[config.mk]
export PLATFORM = sky130hd
export DESIGN_NAME = mdu_seq_flat
export DESIGN_NICKNAME = d
export VERILOG_FILES = /design/src/rtl/mdu_seq_if.sv /design/src/rtl/mdu_seq.sv /design/src/flat_wrapper.sv
export SDC_FILE = /design/constraint.sdc
export NUM_CORES = 1
export LEC_CHECK = 0
export ABC_CLOCK_PERIOD_IN_PS = 8450
export BUFFER_PORTS_ARGS = -buffer_cell sky130_fd_sc_hd__buf_4
export CAP_MARGIN = 5
export CORE_AREA = 2 2 237 239
export CTS_CLUSTER_DIAMETER = 80
export DETAILED_ROUTE_END_ITERATION = 12
export DIE_AREA = 0 0 239 241
export GPL_TIMING_DRIVEN = 0
export PLACE_DENSITY = 0.43
export SYNTH_ARGS = -nofsm -noshare
export SYNTH_HDL_FRONTEND = slang
export SYNTH_SLANG_ARGS = --single-unit
[constraint.sdc]
create_clock -name clk -period 8.45 [get_ports clk]
set_input_delay 1.69 -clock clk [delete_from_list [all_inputs] [get_ports clk]]
set_output_delay 1.69 -clock clk [all_outputs]
set_load 0.02 [all_outputs]
[src/rtl/mdu_seq_if.sv]
// Request/response bundle between the execute stage and the multiply/divide sequencer.
// The master issues operations and the slave (mdu_seq) reports busy/valid/result.
interface mdu_seq_if #(
    parameter int XLEN = 32
);
    logic            start;
    logic [2:0]      mdu_op;
    logic [XLEN-1:0] rs1;
    logic [XLEN-1:0] rs2;
    logic            flush;
    logic            busy;
    logic            valid;
    logic [XLEN-1:0] result;

    modport master (
        output start, mdu_op, rs1, rs2, flush,
        input  busy, valid, result
    );

    modport slave (
        input  start, mdu_op, rs1, rs2, flush,
        output busy, valid, result
    );
endinterface

[src/rtl/mdu_seq.sv]
// Multi-cycle RV32M multiply/divide sequencer: radix-2 shift-add multiply and restoring
// divide over XLEN iterations, with single-cycle resolution of the trivial cases.
module mdu_seq #(
    parameter int XLEN = 32
) (
    input logic       clk,
    input logic       rst,
    mdu_seq_if.slave  bus
);
    localparam int CW = $clog2(XLEN);

    localparam logic [1:0] S_IDLE = 2'd0;
    localparam logic [1:0] S_CALC = 2'd1;
    localparam logic [1:0] S_DONE = 2'd2;

    localparam logic [2:0] OP_MUL  = 3'b000;
    localparam logic [2:0] OP_MULH = 3'b001;
    localparam logic [2:0] OP_DIV  = 3'b010;
    localparam logic [2:0] OP_DIVU = 3'b011;
    localparam logic [2:0] OP_REM  = 3'b100;
    localparam logic [2:0] OP_REMU = 3'b101;

    localparam logic [XLEN-1:0] MIN_NEG  = {1'b1, {(XLEN-1){1'b0}}};
    localparam logic [XLEN-1:0] ALL_ONES = {XLEN{1'b1}};

    logic [1:0]      state;
    logic [CW-1:0]   count;
    logic [2:0]      op_q;
    logic            neg_q;
    logic [XLEN-1:0] hi;
    logic [XLEN-1:0] lo;
    logic [XLEN-1:0] b_q;
    logic            valid_q;
    logic [XLEN-1:0] result_q;

    logic            signed_op;
    logic            is_mul;
    logic            sign1;
    logic            sign2;
    logic            neg_in;
    logic [XLEN-1:0] mag1;
    logic [XLEN-1:0] mag2;
    logic            fast;
    logic [XLEN-1:0] fast_val;

    logic            op_is_mul;
    logic [XLEN:0]   mul_sum;
    logic [XLEN:0]   rem_shift;
    logic            rem_ge;
    logic [XLEN-1:0] rem_diff;
    logic [XLEN-1:0] next_hi;
    logic [XLEN-1:0] next_lo;
    logic [XLEN-1:0] prod_hi_neg;
    logic [XLEN-1:0] final_val;

    assign bus.busy   = (state != S_IDLE);
    assign bus.valid  = valid_q;
    assign bus.result = result_q;

    // Operand magnitudes and result sign decided at acceptance so the core stays unsigned.
    always_comb begin
        signed_op = (bus.mdu_op == OP_MULH) || (bus.mdu_op == OP_DIV) || (bus.mdu_op == OP_REM);
        is_mul    = (bus.mdu_op == OP_MUL) || (bus.mdu_op == OP_MULH);
        sign1     = bus.rs1[XLEN-1];
        sign2     = bus.rs2[XLEN-1];
        mag1      = (signed_op && sign1) ? (~bus.rs1 + 1'b1) : bus.rs1;
        mag2      = (signed_op && sign2) ? (~bus.rs2 + 1'b1) : bus.rs2;
        if (bus.mdu_op == OP_REM) begin
            neg_in = sign1;
        end else begin
            neg_in = signed_op && (sign1 ^ sign2);
        end
    end

    always_comb begin
        fast     = 1'b0;
        fast_val = '0;
        if (bus.mdu_op[2] && bus.mdu_op[1]) begin
            fast     = 1'b1;
            fast_val = '0;
        end else if ((bus.mdu_op == OP_DIV || bus.mdu_op == OP_DIVU) && bus.rs2 == '0) begin
            fast     = 1'b1;
            fast_val = ALL_ONES;
        end else if ((bus.mdu_op == OP_REM || bus.mdu_op == OP_REMU) && bus.rs2 == '0) begin
            fast     = 1'b1;
            fast_val = bus.rs1;
        end else if (bus.rs1 == MIN_NEG && bus.rs2 == ALL_ONES) begin
            if (bus.mdu_op == OP_DIV) begin
                fast     = 1'b1;
                fast_val = MIN_NEG;
            end else if (bus.mdu_op == OP_REM) begin
                fast     = 1'b1;
                fast_val = '0;
            end
        end
    end

    // One iteration: multiply keeps {hi,lo} as the shifting product, divide keeps
    // hi as the partial remainder and lo as dividend bits turning into quotient bits.
    always_comb begin
        op_is_mul = (op_q == OP_MUL) || (op_q == OP_MULH);
        mul_sum   = {1'b0, hi} + (lo[0] ? {1'b0, b_q} : {(XLEN+1){1'b0}});
        rem_shift = {hi, lo[XLEN-1]};
        rem_ge    = (rem_shift >= {1'b0, b_q});
        rem_diff  = rem_shift[XLEN-1:0] - b_q;
        if (op_is_mul) begin
            next_hi = mul_sum[XLEN:1];
            next_lo = {mul_sum[0], lo[XLEN-1:1]};
        end else begin
            next_hi = rem_ge ? rem_diff : rem_shift[XLEN-1:0];
            next_lo = {lo[XLEN-2:0], rem_ge};
        end
    end

    // Upper half of the two's complement of {next_hi,next_lo}: carry only enters when the low half is zero.
    always_comb begin
        prod_hi_neg = ~next_hi + {{(XLEN-1){1'b0}}, (next_lo == '0)};
        case (op_q)
            OP_MUL:  final_val = next_lo;
            OP_MULH: final_val = neg_q ? prod_hi_neg : next_hi;
            OP_DIV:  final_val = neg_q ? (~next_lo + 1'b1) : next_lo;
            OP_DIVU: final_val = next_lo;
            OP_REM:  final_val = neg_q ? (~next_hi + 1'b1) : next_hi;
            OP_REMU: final_val = next_hi;
            default: final_val = '0;
        endcase
    end

    always_ff @(posedge clk or posedge rst) begin
        if (rst) begin
            state    <= S_IDLE;
            count    <= '0;
            op_q     <= '0;
            neg_q    <= 1'b0;
            hi       <= '0;
            lo       <= '0;
            b_q      <= '0;
            valid_q  <= 1'b0;
            result_q <= '0;
        end else begin
            valid_q <= 1'b0;
            if (bus.flush) begin
                state <= S_IDLE;
                count <= '0;
            end else begin
                case (state)
                    S_IDLE: begin
                        if (bus.start) begin
                            if (fast) begin
                                result_q <= fast_val;
                                valid_q  <= 1'b1;
                                state    <= S_DONE;
                            end else begin
                                op_q  <= bus.mdu_op;
                                neg_q <= neg_in;
                                hi    <= '0;
                                lo    <= is_mul ? mag2 : mag1;
                                b_q   <= is_mul ? mag1 : mag2;
                                count <= '0;
                                state <= S_CALC;
                            end
                        end
                    end
                    S_CALC: begin
                        hi    <= next_hi;
                        lo    <= next_lo;
                        count <= count + CW'(1);
                        if (count == CW'(XLEN-1)) begin
                            result_q <= final_val;
                            valid_q  <= 1'b1;
                            count    <= '0;
                            state    <= S_DONE;
                        end
                    end
                    S_DONE: begin
                        state <= S_IDLE;
                    end
                    default: begin
                        state <= S_IDLE;
                    end
                endcase
            end
        end
    end
endmodule

[src/flat_wrapper.sv]
// flat-port wrapper written by rule: the top's interface ports become plain ports
module mdu_seq_flat 
#(
    parameter int XLEN = 32
)
  (clk, rst, bus_start, bus_mdu_op, bus_rs1, bus_rs2, bus_flush, bus_busy, bus_valid, bus_result);
  mdu_seq_if #(.XLEN(XLEN)) bus_i ();
  input logic clk;
  input logic rst;
  input wire logic [$bits(bus_i.start)-1:0] bus_start;
  input wire logic [$bits(bus_i.mdu_op)-1:0] bus_mdu_op;
  input wire logic [$bits(bus_i.rs1)-1:0] bus_rs1;
  input wire logic [$bits(bus_i.rs2)-1:0] bus_rs2;
  input wire logic [$bits(bus_i.flush)-1:0] bus_flush;
  output wire logic [$bits(bus_i.busy)-1:0] bus_busy;
  output wire logic [$bits(bus_i.valid)-1:0] bus_valid;
  output wire logic [$bits(bus_i.result)-1:0] bus_result;
  assign bus_i.start = bus_start;
  assign bus_i.mdu_op = bus_mdu_op;
  assign bus_i.rs1 = bus_rs1;
  assign bus_i.rs2 = bus_rs2;
  assign bus_i.flush = bus_flush;
  assign bus_busy = bus_i.busy;
  assign bus_valid = bus_i.valid;
  assign bus_result = bus_i.result;
  mdu_seq #(.XLEN(XLEN)) u_core (.clk(clk), .rst(rst), .bus(bus_i));
endmodule
==> impl_metrics.tcl, run 1 <==
set metrics [dict create \
    worstPathCellList "clkbuf_1, or2_2, clkbuf_1, buf_1, clkbuf_1, clkbuf_2, clkbuf_1, o21bai_1, ha_1, inv_1, a2111oi_1, nand4bb_1, or2_2, nor2_1, ha_1, nand2_1, a311oi_4, nand2_1, nor4_1, nor3_1, a21o_1, a31oi_1, a2bb2oi_1" \
    area_growth_pct 14.5 \
    crit_fanout 10 \
    period_minus_slack_ps 8110 \
    period_share_pct 96.0 \
    finalSetupViolCount 0 \
    fmax_mhz 123 \
    placed_cells 3014 \
    antenna_found_initial 2 \
    powerDensity_nw_per_um2 419 \
    fin_tns_setup_ps 0 \
    synth_edf_count 0 \
    max_slew_margin_pct 8.52 \
    switchingPower_mw 4.77 \
    critPathKind "flop to flop" \
    drtIter0Drc 1897 \
    path_delay_family "compound AO/OA/AOI/OAI gates" \
    yosys-top-cells-area "dfrtp_1 21%, nand2_1 6.4%, a21oi_1 6.4%, o21ai_0 6.2%, ha_1 5.6%" \
    stdcell_area_um2 18700 \
    clock_latency_ps 510 \
    synthFlopType "dfrtp_1" \
    crit_path_frequent_cell "clkbuf_1" \
    cp.arrival_ps 8530 \
    seq_power_share_pct 15.3 \
    clk_pin_slew_worst_paths_ps 70 \
    pin_count 105 \
    cp_num_buf_inv 7 \
    drive_gt1_share_pct 9.48 \
    port_buffers 101 \
    drc 0 \
    ys_types 96 \
    firstDrtPassIters 6 \
    power_frac_comb_pct 73.7 \
    die_width_um 239 \
    crit_path_max_incr_delay_ps 580 \
    yosys.area.top_type "dfrtp_1" \
    synth-seq-cells 140 \
    required_ps 8870 \
    fp.dieH_um 241 \
    dieArea_um2 57600 \
    synthArstFlopShare_pct 100 \
    final.setup_skew_ps 14.7 \
    wirelength_um 90600 \
    post_drt_wl_per_cell_um 29.7 \
    tightest_slew_ps 1370 \
    clockRootBuffer "clkbuf_16" \
    hpwl_um 74300 \
    htree_levels 4 \
    placementRows 86 \
    grt.overflow.total 0 \
    layout.nets 2476 \
    rsz0062_at_grt "no" \
    gp_congestion 0.974 \
    ctsHoldBuffers 0 \
    final_cell_mix "279 x nand2_1, 209 x a21oi_1, 201 x o21ai_0, 144 x nor2_1, 140 x dfrtp_1" \
    drtAntennaViolNets 0 \
    p_int_mw 3.05 \
    hold_path.class "flop to flop" \
    hold_violations 0 \
    synth_nets 2350 \
    syn_inst 2204 \
    start_util_pct 29.7 \
    track_usage_pct 31.5 \
    ys_seq_area_share_pct 21.5 \
    p_leak_nw 7.68 \
    fin_cells 3047 \
    start_kind "flop" \
    post-cts-setup-buffers 0 \
    via_count 18600 \
    whs_ps 497 \
    timing.final.max_slew_violations 0 \
    antennaDiodeCount 0 \
    grt_max_degree 110 \
    synth_top_cell_area_share_pct 21.5 \
    critPathSlowestCell "a311oi_4" \
    netlist_area_um2 16300 \
    ir_worst_vdd_mv 0.154 \
    grt_first_pass_wirelength_um 130000 \
    vias_per_cell 6.11 \
    grt_pass1_vias 17600 \
    power_frac_clock_pct 11.0 \
    coreArea_um2 54900 \
    cts_buffers 17 \
    cts_tree "yes" \
    yosysWarnings 0 \
    status "complete, no violations" \
    cts_sinks 140 \
    swShare_pct 61.1 \
    cp-end-kind "flop" \
    maxCapViolations 0 \
    final_common_cell "nand2_1" \
    place_area_um2 18000 \
    avgSynthCellArea_um2 7.40 \
    cts_buffer_depth 2 \
]
-- cells by family (layout without fill, tap and decap cells) --
logic type / count (synthesis) / after routing / share of synthesized area, %
simple gates: 770 / 770 / 23.0
compound gates: 763 / 763 / 30.6
flops: 140 / 140 / 21.5
fa+ha+maj: 76 / 76 / 5.91
xor+xnor: 138 / 138 / 7.41
mux: 102 / 102 / 6.48
buf+inv: 215 / 354 / 5.07
-- through the flow --
| step | setup WS [ps] | power, mW | utilization (%) |
|---|---|---|---|
| after floorplan | 2600 | 4.59 | - |
| after global placement | -2090 | 6.79 | 32.7 |
| after detailed placement | 214 | 6.76 | 32.8 |
| after CTS | 185 | 7.66 | 34.0 |
| after global routing | 80.9 | 8.22 | 34.0 |
| final | 337 | 7.82 | 34.0 |
-- cells in the mapped netlist, drive strengths merged, types with 11 or more instances --
master,instances
and3,11
mux2i,73
a21oi,209
and2,47
o22ai,17
o31ai,33
or3,34
inv,81
nand2b,16
nand4,42
ha,73
o221ai,14
o21a,16
a21o,23
a221oi,12
a22o,17
xnor2,66
a211oi,29
dfrtp,140
buf,29
o21ai,209
mux2,29
clkbuf,104
nand3,38
nor4,17
o211ai,23
a221o,11
a31oi,31
xor2,72
nand2,280
nor2,145
nor3,80
-- worst paths after layout --
| kind | from | to | slack (ps) | cells past startpoint |
|---|---|---|---|---|
| setup / recovery | u_core.op_q[1] | u_core.bus.result[27] | 340 | 23 |
| hold / removal | u_core.bus.result[4] | u_core.bus.result[4] | 500 | 2 |
| setup reg to reg | u_core.op_q[1] | u_core.bus.result[27] | 340 | 23 |
| hold reg to reg | u_core.bus.result[4] | u_core.bus.result[4] | 500 | 2 |
| max in group asynchronous | rst | u_core.bus.result[19] | 6400 | 3 |
| min in group asynchronous | rst | u_core.state[0] | 1130 | 2 |
-- area by class of cell --
class	instances	area (um^2)
Clock inverter	15	198
Multi-Input combinational cell	1849	12000
Buffer	133	520
Inverter	82	315
Timing Repair Buffer	107	820
Sequential cell	140	3500
Clock buffer	17	425
Tap cell	704	881
Fill cell	6018	36200
-- worst register-to-register path: stages (launching register included) --
cell       delay [ps]
dfrtp_1           360
clkbuf_1          260
or2_2             370
clkbuf_1          340
buf_1             490
clkbuf_1          390
clkbuf_2          430
clkbuf_1          420
o21bai_1          460
ha_1              330
inv_1              60
a2111oi_1         560
nand4bb_1         250
or2_2             410
nor2_1            170
ha_1              340
nand2_1           150
a311oi_4          580
nand2_1           290
nor4_1            260
nor3_1            180
a21o_1            190
a31oi_1           530
a2bb2oi_1         230
-- power by group through the flow --
stage | logic (mW) | clock network [mW] | registers, mW
after CTS | 5.60 | 0.880 | 1.18
final | 5.76 | 0.861 | 1.19
after detailed placement | 5.57 | 0 | 1.19
after floorplan | 3.50 | 0 | 1.09
after global placement | 5.59 | 0 | 1.19
after global routing | 6.10 | 0.902 | 1.21
-- flip-flops by register name (all words and copies together), names as in the netlist --
signal,count
u_core.hi,32
u_core.state,2
u_core.bus.valid,1
u_core.neg_q,1
u_core.count,5
u_core.lo,32
u_core.b_q,32
u_core.bus.result,32
u_core.op_q,3
-- layer usage --
metal	vias to the layer above	share of wire, %	wire length (um)	track usage [%]
li1	8447	-	-	-
met1	9224	44	39900	42.3
met2	801	45	40600	50.1
met3	130	7.3	6660	5.97
met4	2	3.8	3440	11.7
met5	-	0.014	13	0
-- repair_timing --
| action | CTS | global route |
|---|---|---|
| endpoints found under the setup margin | 0 | 11 |
| endpoints found under the hold margin | 0 | 0 |
| resized for setup | 0 | 4 |
Note: power is estimated with default switching activity, not from simulation.
==> run 2, diff against run 1 <==
- CORE_AREA: 2 2 237 239 -> 2 2 205 207
- DIE_AREA: 0 0 239 241 -> 0 0 207 209
- PLACE_DENSITY: 0.43 -> 0.54
==> run 2 against run 1 <==
Net effect:
- first-iteration DRC count up 29%
- fmax increased by 0.78%
- sequential share of layout area is 0.26 points higher
- register-to-register slack gained 60 ps
- sequential power about the same
- hold slack improved by 0.74 ps
- die area fell by 25%
- final area decreased by 1.4%
- via count increased by 2.2%
- power shrank 2.2%
- clock-buffer cell count is 2 higher
- critical path type unchanged
- largest cell class unchanged
- largest power group unchanged
==> impl_metrics.tcl, run 2 (same netlist as run 1, synthesis figures left out) <==
set metrics [dict create \
    status "complete, no violations" \
    firstDrtPassIters 6 \
    reg2reg_depth 23 \
    worstPathCellList "clkbuf_1, or2_2, clkbuf_1, buf_1, clkbuf_1, buf_1, clkbuf_1, o21bai_1, ha_1, inv_1, a2111oi_1, nand4bb_1, or2_2, nor2_1, ha_1, nand2_1, a311oi_1, buf_4, nand2_1, nor4_1, nor3_1, o311ai_1, a221o_1" \
    cp_num_buf_inv 8 \
    crit_path_max_incr_delay_ps 930 \
    fmax_mhz 124 \
    finalSetupViolCount 0 \
    cp.arrival_ps 8440 \
    grt_first_pass_wirelength_um 120000 \
    hold_path.class "flop to flop" \
    period_minus_slack_ps 8050 \
    clk_pin_slew_worst_paths_ps 70 \
    fp.dieH_um 209 \
    area_growth_pct 12.9 \
    maxCapViolations 0 \
    post-cts-setup-buffers 0 \
    antennaDiodeCount 0 \
    drive_gt1_share_pct 9.27 \
    holdPathStages 2 \
    track_usage_pct 37.3 \
    final.setup_skew_ps 13.2 \
    wirelength_um 82400 \
    drtIter0Drc 2445 \
    stdcell_area_um2 18400 \
    htree_levels 4 \
    critPathKind "flop to flop" \
    drtAntennaViolNets 0 \
    pin_count 105 \
    coreArea_um2 41300 \
    start_util_pct 39.5 \
    via_count 19000 \
    post_drt_wl_per_cell_um 28.6 \
    cts_sinks 140 \
    powerDensity_nw_per_um2 416 \
    crit_fanout 10 \
    r2r-start "u_core.op_q[1]" \
    port_buffers 101 \
    hpwl_um 66700 \
    worst_slack_ps 400 \
    drc 0 \
    tightest_slew_ps 1320 \
    vias_per_cell 6.60 \
    hold_violations 0 \
    placementRows 75 \
    ir_worst_vdd_mv 0.151 \
    grt_pass1_vias 17700 \
    clockRootBuffer "clkbuf_16" \
    cp-end-kind "flop" \
    required_ps 8840 \
    grt.overflow.total 0 \
    max_slew_margin_pct 10.6 \
    reg2reg_slack_ps 400 \
    die_width_um 207 \
    clock_latency_ps 460 \
    antenna_found_initial 2 \
    cts_tree "yes" \
    r2r_end "u_core.bus.result[23]" \
    period_share_pct 95.3 \
    dieArea_um2 43300 \
    start_kind "flop" \
    rsz0062_at_grt "no" \
    final_common_cell "nand2_1" \
    crit_path_frequent_cell "clkbuf_1" \
    cts_buffer_depth 2 \
    cts_buffers 17 \
    path_delay_family "buffers and inverters" \
    p_leak_nw 7.65 \
    final_cell_mix "279 x nand2_1, 209 x a21oi_1, 201 x o21ai_0, 144 x nor2_1, 140 x dfrtp_1" \
    worstHoldStart "u_core.bus.result[31]" \
    fin_tns_setup_ps 0 \
    critPathSlowestCell "o311ai_1" \
    gp_congestion 1.08 \
    place_area_um2 17800 \
    nFillCells 4296 \
    dp_slack_ps 355 \
    min_to "u_core.bus.result[31]" \
    grt_max_degree 79 \
    timing.final.max_slew_violations 0 \
    ctsHoldBuffers 0 \
    layout.nets 2476 \
]
## run 2: cell types whose count changed in the layout (fill, tap and decap cells not counted), moves of 2 or more
cell / change
inv_8: -6
clkinv_4: +3
clkinv_8: -2
clkinvlp_4: +2
## run 2: repair_timing
| item | 4_1_cts | 5_1_grt |
|---|---|---|
| setup endpoints to repair | 0 | 1 |
| gates resized for setup | 0 | 1 |
| endpoints found under the hold margin | 0 | 0 |
## run 2: power breakdown
group	switching [mW]	internal [mW]
sequential	0.305	0.878
combinational	3.95	1.71
clock	0.337	0.474
## run 2: worst register-to-register path, cell delays in order (launching register included)
cell,delay (ps)
dfrtp_1,350
clkbuf_1,200
or2_2,330
clkbuf_1,280
buf_1,460
clkbuf_1,390
buf_1,510
clkbuf_1,480
o21bai_1,440
ha_1,320
inv_1,70
a2111oi_1,620
nand4bb_1,260
or2_2,410
nor2_1,200
ha_1,300
nand2_1,70
a311oi_1,260
buf_4,250
nand2_1,150
nor4_1,260
nor3_1,180
o311ai_1,940
a221o_1,270
## run 2: worst max path at each step
stage,end,cells past startpoint,startpoint,slack (ps)
2_1_floorplan,u_core.bus.result[28],23,u_core.hi[7],2600
3_3_place_gp,u_core.bus.result[23],22,u_core.op_q[1],-860
3_5_place_dp,u_core.bus.result[23],23,u_core.op_q[1],360
4_1_cts,u_core.bus.result[23],23,u_core.op_q[1],330
5_1_grt,u_core.bus.result[23],23,u_core.op_q[1],220
6_report,u_core.bus.result[23],23,u_core.op_q[1],400
## run 2: cell type report
type | instances | area, um^2 | share of cell area (%)
Clock inverter | 12 | 163 | 0.884
Buffer | 133 | 519 | 2.82
Inverter | 82 | 313 | 1.70
Timing Repair Buffer | 107 | 817 | 4.44
Clock buffer | 19 | 443 | 2.41
Tap cell | 539 | 674 | 3.66
Sequential cell | 140 | 3500 | 19.0
Multi-Input combinational cell | 1849 | 12000 | 65.1
## run 2: layer usage
| metal | up-vias | wire length (um) | track usage (%) |
|---|---|---|---|
| met4 | 2 | 4770 | 18.7 |
| met5 | - | 10 | 0 |
| met2 | 1152 | 35700 | 57.8 |
| met1 | 9185 | 34100 | 49.3 |
| met3 | 235 | 7790 | 7.50 |
| li1 | 8432 | - | - |
## run 2: per-stage QoR
step | instances | utilization, % | power [mW] | hold slack [ps]
after CTS | 2880 | 44.6 | 7.39 | 504
after global placement | 2844 | 43.0 | 6.55 | 475
after global routing | 2881 | 44.6 | 8.00 | 516
final | 2881 | 44.6 | 7.65 | 498
after floorplan | 2204 | - | 4.59 | 464
after detailed placement | 2849 | 43.1 | 6.55 | 488
==> run 3, diff against run 2 <==
--- a/config.mk
+++ b/config.mk
@@ -10,6 +10,6 @@
 export CAP_MARGIN = 5
-export CORE_AREA = 2 2 205 207
+export CORE_AREA = 5 5 208 210
 export CTS_CLUSTER_DIAMETER = 80
 export DETAILED_ROUTE_END_ITERATION = 12
-export DIE_AREA = 0 0 207 209
+export DIE_AREA = 0 0 213 215
 export GPL_TIMING_DRIVEN = 0
@@ -19 +19,2 @@
 export SYNTH_SLANG_ARGS = --single-unit
+export TNS_END_PERCENT = 1
--- a/constraint.sdc
+++ b/constraint.sdc
@@ -3,2 +3,2 @@
 set_output_delay 1.69 -clock clk [all_outputs]
-set_load 0.02 [all_outputs]
+set_load 0.01 [all_outputs]
==> run 3 against run 2 <==
Net effect:
- utilization about the same
- via count shrank 1.2%
- routed wire length decreased by 1.0%
- first-iteration DRC count shrank 4.9%
- sequential power about the same
- cell count barely moved
- clock power up 0.6%
- die area increased by 5.9%
- clock-buffer cell count increased by 2
- critical path type unchanged
- largest power group unchanged
==> impl_metrics.tcl, run 3 (same netlist as run 1, synthesis figures left out) <==
set metrics [dict create \
    status "complete, no violations" \
    grt_first_pass_wirelength_um 118000 \
    start_kind "flop" \
    via_count 18800 \
    drc 0 \
    fp.dieH_um 215 \
    stdcell_area_um2 18400 \
    clk_pin_slew_worst_paths_ps 60 \
    vias_per_cell 6.51 \
    drtAntennaViolNets 0 \
    seq_power_share_pct 15.5 \
    worst_slack_ps 363 \
    htree_levels 4 \
    tightest_slew_ps 1250 \
    power_frac_comb_pct 73.7 \
    start_util_pct 39.4 \
    period_share_pct 95.7 \
    layout.nets 2476 \
    drtIter0Drc 2325 \
    cts_sinks 140 \
    power_frac_clock_pct 10.7 \
    drive_gt1_share_pct 9.35 \
    coreArea_um2 41400 \
    track_usage_pct 34.5 \
    fmax_mhz 124 \
    grt_max_degree 86 \
    hpwl_um 66300 \
    nFillCells 4281 \
    cp-end-kind "flop" \
    antenna_found_initial 1 \
    powerDensity_nw_per_um2 413 \
    p_int_mw 3.06 \
    maxCapViolations 0 \
    p_leak_nw 7.65 \
    timing.final.max_slew_violations 0 \
    wirelength_um 81500 \
    post_drt_wl_per_cell_um 28.3 \
    gp_congestion 1.08 \
    multi_input_comb_area_um2 12000 \
    die_width_um 213 \
    clock_latency_ps 480 \
    seqCellArea_um2 3500 \
    fin_cells 2882 \
    dr.max_layer_used "met5" \
    cp.arrival_ps 8390 \
    cts_tree "yes" \
    ir_worst_vdd_mv 0.183 \
    swShare_pct 59.8 \
    grt_pass1_vias 17600 \
    final_cell_mix "279 x nand2_1, 209 x a21oi_1, 201 x o21ai_0, 144 x nor2_1, 140 x dfrtp_1" \
    met2_wirelength_um 35200 \
    dp_slack_ps 200 \
    final_common_cell "nand2_1" \
    clockRootBuffer "clkbuf_16" \
    drt-met1-wl_um 33300 \
    required_ps 8750 \
    grt.overflow.total 0 \
    pin_count 105 \
    critPathKind "flop to flop" \
    final.setup_skew_ps 29.5 \
    port_buffers 101 \
    max_slew_margin_pct 14.6 \
    placed_cells 2848 \
    firstDrtPassIters 6 \
    crit_fanout 10 \
    p_total_mw 7.61 \
    cts_buffer_depth 2 \
    ctsHoldBuffers 0 \
    hold_violations 0 \
    place_area_um2 17800 \
    period_minus_slack_ps 8090 \
    finalSetupViolCount 0 \
    switchingPower_mw 4.55 \
    rsz0062_at_grt "no" \
    cts_buffers 17 \
    dieArea_um2 45800 \
    area_growth_pct 13.0 \
    wl_met3_um 7950 \
    hold_path.class "flop to flop" \
    placementRows 75 \
]
==> run 3: area by class of cell <==
cell class                 instances  share of cell area, %
sequential                       140                   19.0
timing repair buffer             107                   4.42
clock inverter                    10                  0.706
buffer                           133                   2.82
tap                              539                   3.66
antenna                            1                 0.0136
clock buffer                      21                   2.61
inverter                          82                   1.70
multi-input combinational       1849                   65.1
==> run 3: power by group through the flow <==
stage / clock network (mW) / registers (mW) / logic, mW
finish: 0.816 / 1.18 / 5.61
global route: 0.839 / 1.20 / 5.90
CTS: 0.817 / 1.17 / 5.37
detailed placement: 0 / 1.18 / 5.34
global placement: 0 / 1.18 / 5.34
floorplan: 0 / 1.06 / 3.50
==> run 3: per-stage QoR <==
stage	setup TNS [ps]	utilization, %	hold slack (ps)
after CTS	0	44.5	495
after floorplan	0	-	464
after global routing	0	44.5	530
final	0	44.5	493
after global placement	-6630	42.9	476
after detailed placement	0	43.0	477
==> run 3: repair_timing <==
item	4_1_cts	5_1_grt
resized for setup	0	2
setup endpoints to repair	0	5
buffers inserted	0	0
==> run 3: final timing paths <==
check / from / end / slack, ps / depth (start not counted)
worst max register to register: u_core.op_q[1] / u_core.bus.result[19] / 360 / 22
max in group asynchronous: rst / u_core.hi[27] / 6260 / 3
min in group asynchronous: rst / u_core.count[2] / 1380 / 2
worst max-delay path: u_core.op_q[1] / u_core.bus.result[19] / 360 / 22
worst min register to register: u_core.bus.result[2] / u_core.bus.result[2] / 490 / 2
worst min-delay path: u_core.bus.result[2] / u_core.bus.result[2] / 490 / 2
==> run 3: metal layers <==
metal | track usage, % | vias up
li1 | - | 8434
met1 | 46.1 | 9023
met2 | 52.1 | 1082
met3 | 8.28 | 228
met4 | 17.1 | 2
met5 | 0 | -
==> run 3: worst max-delay path, cell delays in order, from the launching register on <==
cell and delay (ps):
dfrtp_1 350, clkbuf_1 190, or2_2 330, clkbuf_1 290, buf_1 470, clkbuf_1 480
buf_1 550, clkbuf_1 480, o21bai_1 480, ha_1 320, inv_1 60, a2111oi_1 500
nand4bb_1 230, or2_2 390, nor2_1 190, ha_1 320, nand2_1 150, a311oi_4 580
nand2_1 260, a22oi_1 210, a21oi_1 170, o41ai_1 730, o21ai_0 190
